## src/rtl/lfmr_timing_datapath.sv

```systemverilog
// lfmr_timing_datapath
//   Timing/datapath primitives for the UART receiver, sharing one clock and
//   one synchronous active-high reset:
//     - reloadable down-counter with a one-clk terminal strobe (bit timer)
//     - one-hot demultiplexer (data-bit slot steering)
//     - small add/sub/logic/compare unit (bit-index arithmetic)
//   LATENCY adds that many output register stages to every path.
//
// Ports
//   clk              system clock, rising edge
//   rst              synchronous active-high reset
//   cnt_enable       counter advances only when high
//   cnt_reset_value  reload value R (CNT_WIDTH)
//   cnt_strobe       one-clk pulse on terminal count (1+LATENCY clks after)
//   dmx_sel          slot select
//   dmx_in           data to steer (DMX_WIDTH)
//   dmx_out          slot k at [k*DMX_WIDTH +: DMX_WIDTH]
//   m_i1, m_i2, m_i3 math operands (MATH_WIDTH)
//   m_sum, m_sub, m_and, m_or, m_xor   math results (MATH_WIDTH)
//   m_eq, m_neq      m_i1 == m_i3 and its complement
module lfmr_timing_datapath #(
   parameter int unsigned CNT_WIDTH   = 8,
   parameter int unsigned DMX_WIDTH   = 1,
   parameter int unsigned DMX_OUTPUTS = 8,
   parameter int unsigned MATH_WIDTH  = 4,
   parameter int unsigned LATENCY     = 0,
   localparam int unsigned SEL_WIDTH  = (DMX_OUTPUTS > 1) ? $clog2(DMX_OUTPUTS) : 1
) (
   input  logic                             clk,
   input  logic                             rst,
   input  logic                             cnt_enable,
   input  logic [CNT_WIDTH-1:0]             cnt_reset_value,
   output logic                             cnt_strobe,
   input  logic [SEL_WIDTH-1:0]             dmx_sel,
   input  logic [DMX_WIDTH-1:0]             dmx_in,
   output logic [DMX_WIDTH*DMX_OUTPUTS-1:0] dmx_out,
   input  logic [MATH_WIDTH-1:0]            m_i1,
   input  logic [MATH_WIDTH-1:0]            m_i2,
   input  logic [MATH_WIDTH-1:0]            m_i3,
   output logic [MATH_WIDTH-1:0]            m_sum,
   output logic [MATH_WIDTH-1:0]            m_sub,
   output logic [MATH_WIDTH-1:0]            m_and,
   output logic [MATH_WIDTH-1:0]            m_or,
   output logic [MATH_WIDTH-1:0]            m_xor,
   output logic                             m_eq,
   output logic                             m_neq
);

   localparam int unsigned DW = DMX_WIDTH * DMX_OUTPUTS;
   localparam int unsigned MW = MATH_WIDTH;
   localparam int unsigned PW = 1 + DW + 5 * MW + 2;

   // ---------------- counter ----------------
   logic [CNT_WIDTH-1:0] count;
   logic                 raw_strobe;

   always_ff @(posedge clk) begin
      if (rst) begin
         count      <= cnt_reset_value;
         raw_strobe <= 1'b0;
      end else if (cnt_enable) begin
         if (count == '0) begin
            count      <= cnt_reset_value;
            raw_strobe <= 1'b1;
         end else begin
            count      <= count - 1'b1;
            raw_strobe <= 1'b0;
         end
      end else begin
         raw_strobe <= 1'b0;
      end
   end

   // ---------------- demux ----------------
   logic [DW-1:0] dmx_comb;

   always_comb begin
      dmx_comb = '0;
      for (int unsigned k = 0; k < DMX_OUTPUTS; k++) begin
         if (32'(dmx_sel) == k) dmx_comb[k*DMX_WIDTH +: DMX_WIDTH] = dmx_in;
      end
   end

   // ---------------- math ----------------
   logic [MW-1:0] sum_c, sub_c, and_c, or_c, xor_c;
   logic          eq_c;

   always_comb begin
      sum_c = m_i1 + m_i2;
      sub_c = m_i1 - m_i2;
      and_c = m_i1 & m_i2;
      or_c  = m_i1 | m_i2;
      xor_c = m_i1 ^ m_i2;
      eq_c  = (m_i1 == m_i3);
   end

   // ---------------- shared output pipeline ----------------
   // All three paths ride one delay line so every output of a path (and the
   // paths relative to each other) stays aligned. raw_strobe is already a
   // register, so the counter path is 1+LATENCY and never combinational.
   logic [PW-1:0] pipe_in, pipe_out;

   assign pipe_in = {raw_strobe, dmx_comb, sum_c, sub_c, and_c, or_c, xor_c, eq_c, ~eq_c};

   generate
      if (LATENCY == 0) begin : g_nolat
         assign pipe_out = pipe_in;
      end else begin : g_lat
         logic [PW-1:0] stage [LATENCY];

         always_ff @(posedge clk) begin
            if (rst) begin
               for (int unsigned i = 0; i < LATENCY; i++) stage[i] <= '0;
            end else begin
               stage[0] <= pipe_in;
               for (int unsigned i = 1; i < LATENCY; i++) stage[i] <= stage[i-1];
            end
         end

         assign pipe_out = stage[LATENCY-1];
      end
   endgenerate

   assign {cnt_strobe, dmx_out, m_sum, m_sub, m_and, m_or, m_xor, m_eq, m_neq} = pipe_out;

endmodule

```

## config.mk

```make
export PLATFORM = sky130hd
export DESIGN_NAME = lfmr_timing_datapath
export DESIGN_NICKNAME = d
export VERILOG_FILES = /design/src/rtl/lfmr_timing_datapath.sv
export SDC_FILE = /design/constraint.sdc
export NUM_CORES = 1
export LEC_CHECK = 0
export BUFFER_PORTS_ARGS = -buffer_cell sky130_fd_sc_hd__buf_4
export CAP_MARGIN = 20
export CORE_ASPECT_RATIO = 0.75
export CORE_MARGIN = 2
export CORE_UTILIZATION = 47
export CTS_CLUSTER_SIZE = 20
export DETAILED_ROUTE_END_ITERATION = 16
export PLACE_DENSITY = 0.93
export SLEW_MARGIN = 20
export SYNTH_ARGS = -nofsm -noshare
export SYNTH_HDL_FRONTEND = slang
export SYNTH_SLANG_ARGS = --single-unit
```

## constraint.sdc

```tcl
create_clock -name clk -period 3.3 [get_ports clk]
set_input_delay 0.33 -clock clk [delete_from_list [all_inputs] [get_ports clk]]
set_output_delay 0.33 -clock clk [all_outputs]
set_load 0.02 [all_outputs]
```

==> results of run 1 <==
-- through the flow --
step | util [%] | hold slack [ns]
3_3_place_gp | 71.3 | 0.559
2_1_floorplan | - | 0.406
4_1_cts | 72.6 | 0.296
5_1_grt | 72.6 | 0.327
6_report | 72.6 | 0.302
3_5_place_dp | 71.3 | 0.568
-- layout make-up --
class,instances,area [µm²]
inverters,16,60.1
multi-input cells,81,658
clock buffers,4,26.3
flip-flops and latches,9,260
repair buffers,57,428
fillers,145,552
well taps,24,30.0
-- logic make-up after synthesis --
| group | share of synthesized area (%) |
|---|---|
| AOI/OAI and AO/OA | 12.1 |
| and+or+nand+nor | 21.2 |
| DFF | 25.9 |
| buffers and inverters | 8.59 |
| xor gates and xnor gates | 9.59 |
| adders and majority gates | 20.2 |
| muxes | 2.49 |
-- final timing paths --
check | slack [ns] | startpoint | cells past startpoint | to
max | 1.29 | count[0] | 4 | count[0]
min reg2reg | 0.65 | count[7] | 3 | cnt_strobe
max reg2reg | 1.29 | count[0] | 4 | count[0]
min | 0.30 | rst | 2 | cnt_strobe
-- metal layers --
metal  routed length, µm  vias up  track usage, %
li1                    -      475               -
met1                1000      434            23.9
met2                1320       30            40.2
met3                 135        0            4.97
met4                   0        0            1.40
met5                   0        -               0
-- sequential cells by signal (all words and copies together), names as in the netlist --
| signal | count |
|---|---|
| cnt_strobe | 1 |
| count | 8 |
-- report_power, final --
group	switching, µW	internal [µW]	leakage, µW
Combinational	116	101	0.000617
Clock	36.3	46.5	0.0000150
Sequential	15.8	140	0.0000881
-- cell usage in the layout (no fill, tap or decap), types with 2 or more instances in the layout --
master and n:
clkbuf_4 3, fa_1 2, xnor2_1 8, a21oi_2 4, inv_1 16, ha_1 13, xor2_1 3, a31oi_2 2
buf_4 57, nor3_1 2, nand2b_1 3, o21bai_1 2, edfxtp_1 8, nor3b_1 3, nor2_2 5, a21oi_1 4
nor2_1 11, nand2_1 5
-- worst max-delay path: stages (launching register included) --
cell and delay, ns:
edfxtp_1 0.39, inv_1 0.10, ha_1 0.27, a31oi_2 0.65, mux2_4 0.35
==> flow_summary.yaml, run 1 <==
status:
  outcome: "finished clean"
synthesis:
  synth_fp_nets: 151
  synth.cell_area_um2: 1000
  synth_cells: 109
  synth_area_per_cell_um2: 9.22
  synth_common_cells: "inv_1 (16), ha_1 (13), nor2_1 (11)"
  ys.flop_type: "edfxtp_1"
  yosys_register_bits: 9
  synth_area_leaders: "edfxtp_1 (24%), ha_1 (16%), xnor2_1 (7.0%)"
  synth_edf_count: 8
  synth_most_common_cell: "inv_1"
  yosys_warnings: 0
  synth_area_leader_cell: "edfxtp_1"
  yosys.area.top_type_share_pct: 23.9
  async_reset_ff_share_pct: 0
  synth_cell_types: 33
  ys_seq_area_share_pct: 25.9
clocking:
  cts_tree: "done"
  cts-root-buf: "clkbuf_4"
  cts-buffers-inserted: 3
  ctsResizeCount: 0
  clk_pin_slew_ns: 0.06
  ctsHoldBuffers: 0
  post_cts_buffers: 0
  insertion_delay_ns: 0.25
  clkSinkCount: 9
  cts_max_path_buffers: 2
  htreeDepth: 1
final_layout:
  final_cells: 191
  drive_gt1_share_pct: 44.3
  area_delta_synth_final_pct: 45.6
  fin_nets: 210
  final_area_um2: 1460
  diodes: 0
timing:
  maxSlewViolCount: 0
  clock_skew_ns: 0.000483
  setup_tns_ns: 0
  hold_viol_final: 0
  fmax_mhz: 498
  relSlewSlack_pct: 42.6
  layout_setup_ws_ns: 1.29
  setup_violations: 0
  finalCritPeriodShare_pct: 60.8
  period_minus_slack_ns: 2.01
  worst_slew_pin_slew_ns: 0.858
  rsz0062_at_grt: "false"
floorplanning:
  rows: 14
  die_width_um: 57.4
  start_util_pct: 49.9
  die_h_um: 44.0
  die_area_um2: 2530
  io_pins: 58
  core_um2: 2010
global_route:
  track_usage_pct: 20.6
  grt_pass1_wl_mm: 4.12
  grt_max_degree: 12
  first_global_vias: 979
  antenna_found_initial: 0
  overflow: 0
power:
  totalPowerFinal_uw: 455
  leakage_uw: 0.000720
  ir_worst_vdd_mv: 0.322
  cellPowerDensity_nw_per_um2: 311
critical_path:
  required_ns: 3.31
  end_kind: "register"
  cp.arrival_ns: 2.02
  critical_path_class: "register to register"
  worstPathMaxFanout: 11
  start_kind: "register"
route:
  first_iter_violations: 35
  post_drt_via_cell_ratio: 4.92
  drtPass1Iterations: 4
  avgRoutedWirePerCell_um: 12.8
  antenna_left: 0
  wirelength_mm: 2.45
  via_count: 939
  drcViolationCount: 0
place:
  placed_cell_area_um2: 1440
  place_inst: 187
  dp_hpwl_mm: 2.05
  gp_congestion: 0.708
  io_buffers: 57
  place_ws_ns: 1.35
job:
  max-cap-violations: 0
worst_hold_path:
  hp-class: "input port to register"
No activity file was read; power rests on OpenSTA's default activity.
==> run 2, diff against run 1 <==
- CORE_UTILIZATION: 47 -> 39
- PLACE_DENSITY: 0.93 -> 0.83
- clock period: 3.3 -> 1.7 ns (I/O delays scaled with it)
==> run 2 against run 1 <==
Net effect:
- register-to-register slack worse by 1.2 ns
- total power increased by 99%
- count of clock-buffer cells in the layout did not move
- non-clock buffer count up 7
==> flow_summary.yaml, run 2 (synthesis gave the netlist of run 1 again) <==
status:
  outcome: "finished clean"
place:
  io_buffers: 57
  gp_congestion: 0.902
  place_ws_ns: 0.0889
  dp_hpwl_mm: 2.13
global_route:
  overflow: 0
  antenna_found_initial: 0
  grt_pass1_wl_mm: 4.07
  track_usage_pct: 17.6
  grt_max_degree: 9
  first_global_vias: 944
floorplanning:
  rows: 15
  start_util_pct: 42.5
  die_width_um: 62.6
  die_h_um: 48.0
  die_area_um2: 3000
  io_pins: 58
  core_um2: 2360
timing:
  fin_hold_ws_ns: 0.131
  rsz0062_at_grt: "false"
  worst_slew_pin_slew_ns: 0.375
  setup_tns_ns: 0
  setup_violations: 0
  clock_skew_ns: 0.00110
  maxSlewViolCount: 0
  fmax_mhz: 627
  relSlewSlack_pct: 75.0
  finalCritPeriodShare_pct: 93.8
  layout_setup_ws_ns: 0.105
  period_minus_slack_ns: 1.59
  hold_viol_final: 0
critical_path:
  cp_top_family: "flip-flops"
  end_kind: "register"
  crit_slowest_cell: "edfxtp_1"
  path_cells: "nor4_4 -> buf_4 -> nand3b_1 -> mux2i_1 -> o21ai_1"
  critical_path_class: "register to register"
  worstPathMaxFanout: 4
  path_buf_inv: 1
  start_kind: "register"
  cp.arrival_ns: 1.61
  cpPeakStageDelay_ns: 0.48
  required_ns: 1.72
route:
  drtPass1Iterations: 4
  drcViolationCount: 0
  wirelength_mm: 2.50
  via_count: 976
  antenna_left: 0
  first_iter_violations: 28
  avgRoutedWirePerCell_um: 12.0
  post_drt_via_cell_ratio: 4.69
clocking:
  insertion_delay_ns: 0.26
  cts_tree: "done"
  cts_max_path_buffers: 2
  cts-buffers-inserted: 3
  ctsResizeCount: 0
  clkSinkCount: 9
  cts-root-buf: "clkbuf_4"
  clk_pin_slew_ns: 0.06
  htreeDepth: 1
final_layout:
  diodes: 0
  layout_commonest_cell: "buf_4"
  area_delta_synth_final_pct: 52.1
  largest_reg_flops: 8
  fin_nets: 217
  drive_gt1_share_pct: 46.6
  mostFrequentLayoutCells: "buf_4 (64), inv_1 (16), ha_1 (13)"
  largest_register: "count"
job:
  max-cap-violations: 0
power:
  cellPowerDensity_nw_per_um2: 592
  leakage_uw: 0.000754
  ir_worst_vdd_mv: 0.224
worst_hold_path:
  hp-class: "input port to register"
[run 2: cell count changes in the layout (fill, tap and decap cells not counted)]
cell | before | now
buf_4 | 57 | 64
[run 2: per-layer routing]
layer  global-route usage (%)  wire (µm)
met3                     5.41        120
met2                     32.7       1250
met5                        0          0
met4                     6.67         42
met1                     19.9       1080
[run 2: final timing paths]
| path | from | slack [ns] | cells after the start | end |
|---|---|---|---|---|
| max | count[5] | 0.11 | 5 | count[2] |
| min | rst | 0.13 | 2 | cnt_strobe |
| max reg2reg | count[5] | 0.11 | 5 | count[2] |
| min reg2reg | count[7] | 0.63 | 3 | cnt_strobe |
[run 2: repair_timing]
action,4_1_cts,5_1_grt
setup buffers,0,2
hold buffers,0,0
endpoints found under the setup margin,0,1
[run 2: per-stage QoR]
step                std cells  util [%]  total power (µW)  cell area, µm²
global route              208      64.6               961            1530
CTS                       206      64.0               905            1510
finish                    208      64.6               905            1530
floorplan                 109         -               552            1000
detailed placement        202      62.9               735            1490
global placement          202      62.9               722            1490
[run 2: power by group]
part           internal [µW]  switching, µW
Clock                   90.5           75.8
Sequential               271           26.4
Combinational            212            229
[run 2: layout make-up]
cell class                      count  area, µm²
Multi-Input combinational cell     81        658
Fill cell                         211        837
Tap cell                           34       42.5
Timing Repair Buffer               64        480
Sequential cell                     9        260
Clock buffer                        4       26.3
Inverter                           16       60.1
==> run 3, diff against run 2 <==
- ABC_AREA: default -> 1
==> run 3 against run 2 <==
Net effect:
- total power shrank 0.54%
- clock skew rose by 0.00070 ns
- setup slack better by 0.0073 ns
- area after synthesis is 0.50% lower
- routed wire length is 12% higher
- clock power increased by 5%
- utilization down 1.3 points
- die area down 0.47%
- non-clock buffer count decreased by 5
- sequential cell count unchanged
- count of clock-buffer cells in the layout did not move
- synthesized cell count increased by 21%
- largest power group unchanged
- highest routed layer unchanged
==> flow_summary.yaml, run 3 <==
critical_path:
  cp.arrival_ns: 1.61
  worstPathMaxFanout: 9
  cpPeakStageDelay_ns: 0.39
  end_kind: "register"
  critical_path_class: "register to register"
  r2r_slack_ns: 0.11
  path_cells: "inv_1 -> ha_1 -> nand2_1 -> o21ai_4 -> nand2_1 -> o21ai_1 -> inv_1"
  start_kind: "register"
  required_ns: 1.72
  crit_slowest_cell: "edfxtp_1"
timing:
  finalCritPeriodShare_pct: 93.4
  hold_viol_final: 0
  worst_slew_pin_slew_ns: 0.378
  rsz0062_at_grt: "false"
  setup_violations: 0
  maxSlewViolCount: 0
  clock_skew_ns: 0.00180
  fmax_mhz: 630
  fin_hold_ws_ns: 0.0853
  relSlewSlack_pct: 74.7
  period_minus_slack_ns: 1.59
  setup_tns_ns: 0
  layout_setup_ws_ns: 0.112
floorplanning:
  rows: 15
  core_um2: 2360
  die_area_um2: 2990
  die_h_um: 47.8
  start_util_pct: 42.3
  io_pins: 58
  die_width_um: 62.5
route:
  drcViolationCount: 0
  antenna_left: 0
  via_count: 1044
  drtPass1Iterations: 5
  post_drt_via_cell_ratio: 4.60
  first_iter_violations: 20
  avgRoutedWirePerCell_um: 12.3
  wirelength_mm: 2.80
clocking:
  cts_max_path_buffers: 2
  cts-buffers-inserted: 3
  cts-root-buf: "clkbuf_4"
  ctsResizeCount: 0
  clkSinkCount: 9
  clk_pin_slew_ns: 0.07
  insertion_delay_ns: 0.27
  cts_tree: "done"
  htreeDepth: 1
synthesis:
  async_reset_ff_share_pct: 0
  synth.cell_area_um2: 1000
  yosys_register_bits: 9
  synth_cell_types: 21
  ys.flop_type: "edfxtp_1"
  synth_area_leaders: "edfxtp_1 (24%), ha_1 (16%), inv_1 (11%)"
  synth_cells: 132
  synth_area_per_cell_um2: 7.57
  synth_most_common_cell: "inv_1"
  synth_area_leader_cell: "edfxtp_1"
  ys_seq_area_share_pct: 26.0
  yosys_warnings: 0
  yosys.area.top_type_share_pct: 24.0
  synth_fp_nets: 174
  synth_common_cells: "inv_1 (30), nor2_1 (21), nand2_1 (20)"
  synth_edf_count: 8
place:
  placed_cell_area_um2: 1460
  io_buffers: 57
  gp_congestion: 0.866
  dp_hpwl_mm: 2.34
  place_ws_ns: 0.0465
status:
  outcome: "finished clean"
final_layout:
  layout_commonest_cell: "buf_4"
  largest_register: "count"
  largest_reg_flops: 8
  fin_nets: 236
  fin_util_pct: 63.3
  area_delta_synth_final_pct: 49.7
  drive_gt1_share_pct: 35.2
  final_area_um2: 1500
  diodes: 0
  mostFrequentLayoutCells: "buf_4 (59), inv_1 (30), nor2_1 (21)"
global_route:
  antenna_found_initial: 0
  track_usage_pct: 18.4
  grt_pass1_wl_mm: 4.12
  first_global_vias: 911
  grt_max_degree: 11
  overflow: 0
power:
  cellPowerDensity_nw_per_um2: 602
  ir_worst_vdd_mv: 0.345
  leakage_uw: 0.000811
worst_hold_path:
  hp-class: "input port to register"
job:
  max-cap-violations: 0
[run 3: what timing repair did]
| action | in CTS | in global routing |
|---|---|---|
| setup buffers | 0 | 2 |
| hold buffers | 0 | 0 |
| setup endpoints to repair | 0 | 1 |
[run 3: worst paths after layout]
check | endpoint | depth (start not counted) | from
max | count[4] | 7 | count[0]
min | cnt_strobe | 2 | rst
max reg2reg | count[4] | 7 | count[0]
min reg2reg | count[0] | 1 | count[0]
[run 3: kinds of logic after synthesis]
group	synth area share, %
xor+xnor	9.64
flops	26.0
compound gates	7.89
fa+ha+maj	20.3
simple gates	23.4
buf+inv	12.8
[run 3: per-layer routing]
| metal | wire length (µm) | global-route usage (%) |
|---|---|---|
| met4 | 12 | 1.33 |
| met5 | 0 | 0 |
| met3 | 162 | 5.88 |
| met2 | 1480 | 37.4 |
| met1 | 1150 | 20.6 |
[run 3: worst max-delay path, delay by kind of cell, from the launching register on]
| kind | cells | cell delay [ns] |
|---|---|---|
| flops | 1 | 0.39 |
| compound gates | 2 | 0.36 |
| buf+inv | 2 | 0.22 |
| simple gates | 2 | 0.20 |
| fa+ha+maj | 1 | 0.17 |
[run 3: power by group]
part	leakage, µW	total, µW	internal [µW]	switching (µW)
registers	0.0000881	299	271	27.9
clock network	0.0000150	175	90.9	83.9
logic	0.000708	427	191	235
[run 3: stage by stage]
step | cells | total power, µW
final | 227 | 900
after CTS | 225 | 896
after global routing | 227 | 951
after detailed placement | 221 | 725
after global placement | 221 | 708
after floorplan | 132 | 549
[run 3: cell type report]
| class | count | area (µm²) |
|---|---|---|
| inverter | 30 | 113 |
| tap | 34 | 42.5 |
| fill | 207 | 868 |
| timing repair buffer | 59 | 443 |
| clock buffer | 4 | 26.3 |
| sequential | 9 | 260 |
| multi-input combinational | 91 | 612 |
